--- config.mk ---
export PLATFORM = sky130hd
export DESIGN_NAME = prism_counter_bank_flat
export DESIGN_NICKNAME = d
export VERILOG_FILES = /design/src/rtl/prism_counter_bank_pkg.sv /design/src/rtl/prism_counter_bank_if.sv /design/src/rtl/prism_counter_bank_chan.sv /design/src/rtl/prism_counter_bank.sv /design/src/flat_wrapper.sv
export SDC_FILE = /design/constraint.sdc
export NUM_CORES = 1
export LEC_CHECK = 0
export BUFFER_PORTS_ARGS = -buffer_cell sky130_fd_sc_hd__buf_2
export CAP_MARGIN = 20
export CORE_UTILIZATION = 55
export CTS_BUF_LIST = sky130_fd_sc_hd__clkbuf_4 sky130_fd_sc_hd__clkbuf_8
export DETAILED_ROUTE_END_ITERATION = 8
export PLACE_DENSITY = 0.86
export SYNTH_ARGS = -nofsm -noshare
export SYNTH_HDL_FRONTEND = slang
export SYNTH_SLANG_ARGS = --single-unit
--- constraint.sdc ---
create_clock -name clk -period 2.62 [get_ports clk]
set_clock_uncertainty 0.15 [all_clocks]
set_input_delay 0.393 -clock clk [delete_from_list [all_inputs] [get_ports clk]]
set_output_delay 0.393 -clock clk [all_outputs]
set_load 0.01 [all_outputs]
--- src/rtl/prism_counter_bank_pkg.sv ---
`default_nettype none
// ============================================================================
// Module   : prism_cnt_pkg
// Brief    : Register map and shared constants for the PRISM counter bank.
// Revision : 1.0
// ============================================================================
package prism_cnt_pkg;

    localparam logic [5:0] ADDR_STATUS   = 6'h00;
    localparam logic [5:0] ADDR_IRQ_EN   = 6'h04;
    localparam logic [5:0] ADDR_MODE     = 6'h08;
    localparam logic [5:0] ADDR_CNT_BASE = 6'h20;

    localparam int MAX_CNT    = 8;
    localparam int SWLOAD_LSB = 8;

    // Byte address of channel idx's PRELOAD/COUNT word.
    function automatic logic [5:0] chan_addr(input int idx);
        return ADDR_CNT_BASE + 6'(idx * 4);
    endfunction

endpackage
`default_nettype wire

--- src/rtl/prism_counter_bank_if.sv ---
`default_nettype none
// ============================================================================
// Module   : prism_counter_bank_if
// Brief    : TinyQV peripheral bus slice as seen by the PRISM counter bank.
// Revision : 1.0
// ============================================================================
interface prism_counter_bank_if;
    logic [5:0]  address;
    logic [31:0] data_in;
    logic [1:0]  data_write_n;
    logic [1:0]  data_read_n;
    logic [31:0] data_out;
    logic        data_ready;

    modport master (
        output address, data_in, data_write_n, data_read_n,
        input  data_out, data_ready
    );

    modport slave (
        input  address, data_in, data_write_n, data_read_n,
        output data_out, data_ready
    );
endinterface
`default_nettype wire

--- src/rtl/prism_counter_bank_chan.sv ---
`default_nettype none
// ============================================================================
// Module   : prism_cnt_chan
// Brief    : One countdown channel: COUNT, PRELOAD, terminal pulse, priority.
// Revision : 1.0
// ============================================================================
module prism_cnt_chan #(
    parameter int CNT_W = 16
) (
    input  logic             clk,
    input  logic             rst_n,
    input  logic             sw_load,
    input  logic             preload_we,
    input  logic [CNT_W-1:0] preload_d,
    input  logic             dec,
    input  logic             load,
    input  logic             halt,
    input  logic             enable,
    input  logic             auto,
    output logic [CNT_W-1:0] count,
    output logic             zero,
    output logic             term
);

    logic [CNT_W-1:0] r_count;
    logic [CNT_W-1:0] r_preload;
    logic             r_term;
    logic [CNT_W-1:0] w_count_nxt;
    logic             w_term;

    // Software load beats halt; dec at zero falls through to the FSM load.
    always_comb begin
        w_count_nxt = r_count;
        w_term      = 1'b0;
        if (sw_load) begin
            w_count_nxt = r_preload;
        end else if (halt) begin
            w_count_nxt = r_count;
        end else if (dec && (r_count != '0)) begin
            if (r_count == CNT_W'(1)) begin
                w_term      = 1'b1;
                w_count_nxt = auto ? r_preload : '0;
            end else begin
                w_count_nxt = r_count - CNT_W'(1);
            end
        end else if (enable && load) begin
            w_count_nxt = r_preload;
        end
    end

    always_ff @(posedge clk or negedge rst_n) begin
        if (!rst_n) begin
            r_count   <= '0;
            r_preload <= '0;
            r_term    <= 1'b0;
        end else begin
            r_count <= w_count_nxt;
            r_term  <= w_term;
            if (preload_we) begin
                r_preload <= preload_d;
            end
        end
    end

    assign count = r_count;
    assign zero  = (r_count == '0) | r_term;
    assign term  = w_term;

endmodule
`default_nettype wire

--- src/rtl/prism_counter_bank.sv ---
`default_nettype none
// ============================================================================
// Module   : prism_counter_bank
// Brief    : Bank of NUM_CNT countdown channels with status, IRQ and bus map.
// Revision : 1.0
// ============================================================================
module prism_counter_bank #(
    parameter int NUM_CNT = 4,
    parameter int CNT_W   = 16
) (
    input  logic                 clk,
    input  logic                 rst_n,
    prism_counter_bank_if.slave  bus,
    input  logic                 fsm_enable,
    input  logic                 fsm_halt,
    input  logic [NUM_CNT-1:0]   dec,
    input  logic [NUM_CNT-1:0]   load,
    output logic [NUM_CNT-1:0]   zero,
    output logic                 irq
);
    import prism_cnt_pkg::*;

    generate
        if ((NUM_CNT < 1) || (NUM_CNT > MAX_CNT) || (CNT_W < 1) || (CNT_W > 32)) begin : g_bad_params
            $error("prism_counter_bank: NUM_CNT must be 1..8 and CNT_W 1..32");
        end
    endgenerate

    logic               w_wr32;
    logic               w_wr_status;
    logic               w_wr_irq_en;
    logic               w_wr_mode;
    logic [NUM_CNT-1:0] w_sw_load;
    logic [NUM_CNT-1:0] w_term;
    logic [NUM_CNT-1:0] r_status;
    logic [NUM_CNT-1:0] r_irq_en;
    logic [NUM_CNT-1:0] r_auto;
    logic [CNT_W-1:0]   w_count [NUM_CNT];
    logic               w_unused_bits;

    // Narrow writes are deliberately ignored by every register.
    assign w_wr32      = (bus.data_write_n == 2'b10);
    assign w_wr_status = w_wr32 && (bus.address == ADDR_STATUS);
    assign w_wr_irq_en = w_wr32 && (bus.address == ADDR_IRQ_EN);
    assign w_wr_mode   = w_wr32 && (bus.address == ADDR_MODE);
    assign w_sw_load   = w_wr_mode ? bus.data_in[SWLOAD_LSB +: NUM_CNT] : '0;

    generate
        for (genvar gi = 0; gi < NUM_CNT; gi++) begin : g_chan
            logic w_pre_we;
            assign w_pre_we = w_wr32 && (bus.address == chan_addr(gi));

            prism_cnt_chan #(
                .CNT_W (CNT_W)
            ) u_chan (
                .clk        (clk),
                .rst_n      (rst_n),
                .sw_load    (w_sw_load[gi]),
                .preload_we (w_pre_we),
                .preload_d  (bus.data_in[CNT_W-1:0]),
                .dec        (dec[gi]),
                .load       (load[gi]),
                .halt       (fsm_halt),
                .enable     (fsm_enable),
                .auto       (r_auto[gi]),
                .count      (w_count[gi]),
                .zero       (zero[gi]),
                .term       (w_term[gi])
            );
        end
    endgenerate

    // A hardware terminal event outranks a simultaneous W1C.
    always_ff @(posedge clk or negedge rst_n) begin
        if (!rst_n) begin
            r_status <= '0;
            r_irq_en <= '0;
            r_auto   <= '0;
        end else begin
            r_status <= (r_status & ~(w_wr_status ? bus.data_in[NUM_CNT-1:0] : '0)) | w_term;
            if (w_wr_irq_en) begin
                r_irq_en <= bus.data_in[NUM_CNT-1:0];
            end
            if (w_wr_mode) begin
                r_auto <= bus.data_in[NUM_CNT-1:0];
            end
        end
    end

    assign irq = |(r_status & r_irq_en);

    always_comb begin
        bus.data_out = '0;
        case (bus.address)
            ADDR_STATUS: bus.data_out = 32'(r_status);
            ADDR_IRQ_EN: bus.data_out = 32'(r_irq_en);
            ADDR_MODE:   bus.data_out = 32'(r_auto);
            default: begin
                for (int i = 0; i < NUM_CNT; i++) begin
                    if (bus.address == chan_addr(i)) begin
                        bus.data_out = 32'(w_count[i]);
                    end
                end
            end
        endcase
    end

    assign bus.data_ready = 1'b1;
    assign w_unused_bits  = ^{bus.data_read_n, bus.data_in};

endmodule
`default_nettype wire

--- src/flat_wrapper.sv ---
// flat-port wrapper written by rule: the top's interface ports become plain ports
module prism_counter_bank_flat import prism_cnt_pkg::*;
#(
    parameter int NUM_CNT = 4,
    parameter int CNT_W   = 16
)
  (clk, rst_n, fsm_enable, fsm_halt, dec, load, zero, irq, bus_address, bus_data_in, bus_data_write_n, bus_data_read_n, bus_data_out, bus_data_ready);
  prism_counter_bank_if bus_i ();
  input  logic clk;
  input  logic rst_n;
  input  logic fsm_enable;
  input  logic fsm_halt;
  input  logic [NUM_CNT-1:0] dec;
  input  logic [NUM_CNT-1:0] load;
  output logic [NUM_CNT-1:0] zero;
  output logic irq;
  input wire logic [$bits(bus_i.address)-1:0] bus_address;
  input wire logic [$bits(bus_i.data_in)-1:0] bus_data_in;
  input wire logic [$bits(bus_i.data_write_n)-1:0] bus_data_write_n;
  input wire logic [$bits(bus_i.data_read_n)-1:0] bus_data_read_n;
  output wire logic [$bits(bus_i.data_out)-1:0] bus_data_out;
  output wire logic [$bits(bus_i.data_ready)-1:0] bus_data_ready;
  assign bus_i.address = bus_address;
  assign bus_i.data_in = bus_data_in;
  assign bus_i.data_write_n = bus_data_write_n;
  assign bus_i.data_read_n = bus_data_read_n;
  assign bus_data_out = bus_i.data_out;
  assign bus_data_ready = bus_i.data_ready;
  prism_counter_bank #(.NUM_CNT(NUM_CNT), .CNT_W(CNT_W)) u_core (.clk(clk), .rst_n(rst_n), .bus(bus_i), .fsm_enable(fsm_enable), .fsm_halt(fsm_halt), .dec(dec), .load(load), .zero(zero), .irq(irq));
endmodule
==> results of run 1 <==
per-stage QoR:
stage               cell area [sq um]  utilization
CTS                              9838       0.6769
global placement                 9189       0.6322
finish                           9926       0.6829
detailed placement               9189       0.6322
floorplan                        8244            -
global route                     9926       0.6829
routing by layer:
metal  GRT usage  part of all wire
met5           0                 0
met4      0.2289             0.060
met3     0.08608              0.11
met2      0.5483              0.45
met1      0.4741              0.38
sequential cells by signal, summed over array words and instances (netlist names):
name                            cells
u_core.g_chan.u_chan.r_preload     64
u_core.r_auto                       4
u_core.r_status                     4
u_core.g_chan.u_chan.count         64
u_core.r_irq_en                     4
u_core.g_chan.u_chan.r_term         4
cell usage in the layout, fill, tap and decap left out, types with 9 or more instances in the layout:
master	n
buf_6	9
dfrtp_1	144
nor4_1	18
buf_2	54
nor2_1	44
o21ai_0	67
a21oi_1	37
o21ai_1	10
nand2_1	107
clkbuf_8	20
a221o_1	11
a32oi_1	14
a211o_1	9
a21o_1	11
mux2_2	56
nand3_1	25
nor3_1	32
inv_1	17
buf_4	93
a32o_1	9
a222oi_1	16
o211ai_1	19
conb_1	17
nand2b_1	9
ha_1	10
power by group:
part / switching, mW / internal [mW]
combinational: 2.67 / 2.11
clock: 0.874 / 1.02
sequential: 0.716 / 2.74
total: 4.26 / 5.86
how the worst max path moves through the flow:
| stage | to | start | slack (ns) | cells past startpoint |
|---|---|---|---|---|
| finish | zero[2] | u_core.g_chan[2].u_chan.count[13] | -0.27 | 7 |
| global route | u_core.g_chan[2].u_chan.count[13] | u_core.g_chan[2].u_chan.count[3] | -0.41 | 7 |
| CTS | zero[2] | u_core.g_chan[2].u_chan.count[13] | -0.24 | 7 |
| detailed placement | u_core.g_chan[2].u_chan.count[6] | u_core.g_chan[2].u_chan.count[11] | -0.06 | 6 |
| global placement | u_core.g_chan[2].u_chan.count[12] | u_core.g_chan[2].u_chan.count[11] | 0.004 | 6 |
| floorplan | u_core.g_chan[3].u_chan.count[7] | u_core.g_chan[3].u_chan.count[0] | -0.03 | 10 |
area by class of cell:
cell class | count | area [sq um] | area share
inverters | 19 | 71.32 | 0.007185
flip-flops and latches | 144 | 3603 | 0.3630
clock inverters | 10 | 135.1 | 0.01361
well taps | 184 | 230.2 | 0.02319
clock buffers | 21 | 282.8 | 0.02849
multi-input cells | 650 | 4383 | 0.4416
repair buffers | 164 | 1220 | 0.1229
logic make-up (layout without fill, tap and decap cells):
kind of cell / Yosys count / in the layout
AOI/OAI and AO/OA: 266 / 266
adders and majority gates: 11 / 11
buffers and inverters: 81 / 214
DFF: 144 / 144
muxes: 57 / 57
other: 2 / 17
and+or+nand+nor: 299 / 299
repair_timing:
item | in CTS | in global routing
setup endpoints to repair | 22 | 47
setup buffers | 11 | 3
hold endpoints to repair | 50 | 0
resized for setup | 40 | 25
hold buffers | 1 | 0
pin swaps | 25 | 18
cloned | 2 | 0
==> flow_summary.ini, run 1 <==
[routing]
drc = 0
dr.pass1.iters = 8
avgViaCountPerCell = 6.739
vias = 8033
ant_nets = 0
wl_per_cell_um = 22.44
first_iter_violations = 1094
drt_wl_total_um = 26750

[job]
drv_cap = 0

[sta]
fin_hold_ws_ns = 0.02498
hold_viol_final = 0
maxSlewViolCount = 0
fmax_mhz = 346.4
fin_ws_ns = -0.2666
tns_ns = -3.830
tightest_slew_ns = 1.194
rsz0062_at_grt = yes
period_minus_slack_ns = 2.887
finalSetupViolations = 31
relSlewSlack = 0.1968
fin_crit_sh = 1.102

[power]
vdd_ir_drop_max_uv = 730.5
fin_total_pwr_mw = 10.12
p_per_area_mw_per_mm2 = 1019
p_leak_nw = 4.707

[logic_synthesis]
yosys-top-cells-count = dfrtp_1 (144), nand2_1 (107), o21ai_0 (81), mux2_2 (56), nor2_1 (48)
synth-seq-cells = 144
syn_area_sq_mm = 0.008169
synthMuxAreaShare = 0.07903
yosysWarnings = 0
syn_inst = 860
synth_compound_area_frac = 0.2294
synthArstFlopShare = 1.000
synthFlopType = dfrtp_1
synth_top_area_cell = dfrtp_1
synth_simple_gate_area_frac = 0.1820
yosysTopAreaCellShare = 0.4411
synth_fa_ha_area_frac = 0.01685
ys_seq_area_frac = 0.4411
synth_xor_area_frac = 0
synth_area_per_cell_sq_um = 9.499
yosys-top-cells-area = dfrtp_1 (44%), mux2_2 (7.7%), o21ai_0 (5.0%)
yosys.cell_types.count = 65
synth_edf_count = 0
yosysMostFrequentCell = dfrtp_1
synth_top_family_by_area = compound AO/OA/AOI/OAI gates

[status]
violations = negative setup slack
outcome = finished, violations left

[worst_setup_path]
reg2reg_from = u_core.g_chan[2].u_chan.count[3]
reg2reg_slack_ns = -0.24
crit_buf_inv = 3
crit_chain = or4_4, or3_4, buf_6, nor2_4, buf_6, a21o_1, buf_2
worstSetupEndpointType = output pin
required_ns = 2.08
crit_slowest_cell = or4_4
crit_top_cell = buf_6
rr_worst_depth = 7
cp-start-kind = flip-flop
arrival_ns = 2.34
crit_fanout = 2
r2r_end = u_core.g_chan[2].u_chan.count[11]
slowest_delay_ns = 0.56
critPathTopFamily = simple AND/OR/NAND/NOR gates
critPathKind = reg2out

[clocking]
cts.clk_slew.worst_paths_ns = 0.09
clockBufferDepth = 2
htree_levels = 4
clock_latency_ns = 0.47
cts_tree = done
cts_root_buf = clkbuf_8
cts_buffers = 17
cts.sinks = 144

[layout]
drive_above_1_share = 0.2927
fill_cells = 1096
final_cells = 1192
diodes = 0
fin_nets = 1061
areaGrowthSynthToFinish_pct = 21.50

[placement]
gp_congestion = 0.9534
dp_slack_ns = -0.05630
portBuffers = 56
placed_cells = 1147
hpwl_um = 18480

[global_routing]
globalRouteOverflowTotal = 0
grt_pass1_wl_um = 41160
grt_pass1_vias = 7664
grt_usage = 0.3645
grt_max_degree = 55
grt_antenna_before_repair = 0

[floorplan]
core.rowCount = 44
die_w_um = 123.9
start_util = 0.5621
boundaryPins = 92
die_h_um = 123.9
die-area_sq_mm = 0.01534
core_area_sq_mm = 0.01453

[min_path]
min_to = u_core.r_auto[2]
hold_class = in2reg
min_path_cells = 2
worstHoldStart = bus_data_in[2]
(Power assumes the default switching activity.)
==> inputs of run 2 (changes only) <==
ABC_AREA = 1   (was unset)
CORE_UTILIZATION = 56   (was 55)
TNS_END_PERCENT = 5   (was unset)
==> run 2 against run 1 <==
Compared with the run above: the flow now finishes without violations; combinational power is 23% lower; final area up 1.3%; critical path depth is 1 higher; clock power grew 4%; largest power group unchanged; critical path type is now in2out; synthesized cell count grew 54%; first-iteration DRC count down 0.37%.
==> flow_summary.ini, run 2 <==
[placement]
portBuffers = 56
placed_cells = 1573
gp_congestion = 0.9877
hpwl_um = 19480

[logic_synthesis]
synth-seq-cells = 144
synthArstFlopShare = 1.000
synthFlopType = dfrtp_1
yosysWarnings = 0
yosys-top-cells-area = dfrtp_1 (39%), nand2_1 (20%), nand3_1 (5.8%)
yosys-top-cells-count = nand2_1 (485), dfrtp_1 (144), nor2_1 (136), inv_1 (111), nand3_1 (107)
synth_edf_count = 0
yosys.cell_types.count = 40
synth_top_area_cell = dfrtp_1
syn_area_sq_mm = 0.009205
syn_inst = 1324
yosysMostFrequentCell = nand2_1
ys_seq_area_frac = 0.3915
yosysTopAreaCellShare = 0.3915
synth_area_per_cell_sq_um = 6.952

[worst_setup_path]
crit_top_cell = buf_2
crit_fanout = 10
reg2reg_slack_ns = 0.37
crit_chain = buf_2, inv_1, nor2_1, nand2_1, nor3_4, clkinv_1, o211ai_1, buf_2
cp-start-kind = input port
critPathKind = in2out
worstSetupEndpointType = output pin
required_ns = 2.08
arrival_ns = 1.96
slowest_delay_ns = 0.35
crit_slowest_cell = o211ai_1

[layout]
areaGrowthSynthToFinish_pct = 9.189
final_common_cell = nand2_1
diodes = 0
final_cells = 1606
drive_above_1_share = 0.1187
fin_nets = 1442
layout_common_cells = nand2_1 (485), dfrtp_1 (144), nor2_1 (136), inv_1 (111), nand3_1 (107)
fin_util = 0.6304

[routing]
drt_wl_total_um = 27270
wl_per_cell_um = 16.98
avgViaCountPerCell = 5.615
dr.pass1.iters = 6
ant_nets = 0
drc = 0
vias = 9017
first_iter_violations = 1090

[clocking]
clockBufferDepth = 2
htree_levels = 4
cts_tree = done
postCtsSetupBuffers = 0
cts_buffers = 17
cts_root_buf = clkbuf_8
clock_latency_ns = 0.47
cts.clk_slew.worst_paths_ns = 0.08
cts.sinks = 144

[sta]
finalSetupViolations = 0
maxSlewViolCount = 0
fin_crit_sh = 0.9565
rsz0062_at_grt = no
tightest_slew_ns = 0.5717
tns_ns = 0
hold_viol_final = 0
period_minus_slack_ns = 2.506
fmax_mhz = 399.0
relSlewSlack = 0.6178

[global_routing]
globalRouteOverflowTotal = 0
grt_pass1_vias = 8066
grt_usage = 0.3404
grt_pass1_wl_um = 42860
grt_antenna_before_repair = 2
grt_max_degree = 53

[floorplan]
boundaryPins = 92
die-area_sq_mm = 0.01695
die_w_um = 130.2
core.rowCount = 46
die_h_um = 130.2
core_area_sq_mm = 0.01594
start_util = 0.5774

[power]
vdd_ir_drop_max_uv = 569.9
p_leak_nw = 5.388
p_per_area_mw_per_mm2 = 886.7
fin_total_pwr_mw = 8.912

[job]
drv_cap = 0

[status]
outcome = finished clean

[min_path]
hold_class = in2reg
run 2: changes by cell type after synthesis, sizes merged, moves of 19 or more:
cell,previous run,this run
inv,19,116
mux2,57,0
nand2,107,505
nand3,25,110
nor2,48,156
nor3,32,9
xor2,0,19
run 2: where the power goes:
group          total [mW]  switching, mW  leakage (nW)  internal [mW]
sequential           3.28          0.621          1.90           2.66
clock                1.97          0.907         0.213           1.06
combinational        3.67           2.40          3.28           1.26
run 2: path summary, 6_finish.rpt:
path	startpoint	endpoint	cells after the start
worst max-delay path	bus_address[5]	bus_data_out[2]	8
worst min-delay path	bus_data_in[2]	u_core.r_auto[2]	3
worst max register to register	u_core.g_chan[0].u_chan.count[0]	u_core.g_chan[0].u_chan.count[3]	10
worst min register to register	u_core.g_chan[1].u_chan.r_preload[1]	u_core.g_chan[1].u_chan.r_preload[1]	2
max in group asynchronous	rst_n	u_core.g_chan[1].u_chan.count[15]	3
min in group asynchronous	rst_n	u_core.g_chan[0].u_chan.r_preload[2]	2
run 2: what timing repair did:
item                                    CTS  global route
hold buffers                              1             0
endpoints found under the hold margin    46             0
resized for setup                         0             2
endpoints found under the setup margin    0             2
run 2: per-stage QoR:
stage	instance area [sq um]	hold WS [ns]	worst slack [ns]
global route	10050	0.05162	0.02592
CTS	10040	0.01252	0.08683
global placement	9594	0.2165	0.1701
finish	10050	0.02134	0.1140
detailed placement	9594	0.2255	0.1164
floorplan	9261	-0.05259	0.6425
run 2: layout make-up:
type / count / area (sq um)
tap: 216 / 270.3
fill: 1474 / 5892
timing repair buffer: 76 / 464.2
multi-input combinational: 1018 / 4823
clock inverter: 13 / 187.7
clock buffer: 19 / 249.0
inverter: 120 / 452.9
sequential: 144 / 3603
run 2: logic make-up after synthesis:
group | synth area share
compound gates | 0.08808
xor+xnor | 0.02569
fa+ha+maj | 0.01495
buf+inv | 0.09175
flops | 0.3915
other cells | 0.0008159
simple gates | 0.3873
run 2: worst max-delay path: cells and delay by family:
family,cells,cell delay (ns)
simple gates,3,0.57
buf+inv,4,0.65
compound gates,1,0.35
run 2: per-layer routing:
metal	GRT usage	share of wire	wire, um	up-vias
li1	-	-	-	4280
met1	0.4580	0.42	11460	4201
met2	0.5163	0.44	12110	453
met3	0.06806	0.086	2355	83
met4	0.1833	0.049	1345	0
met5	0	0	0	-
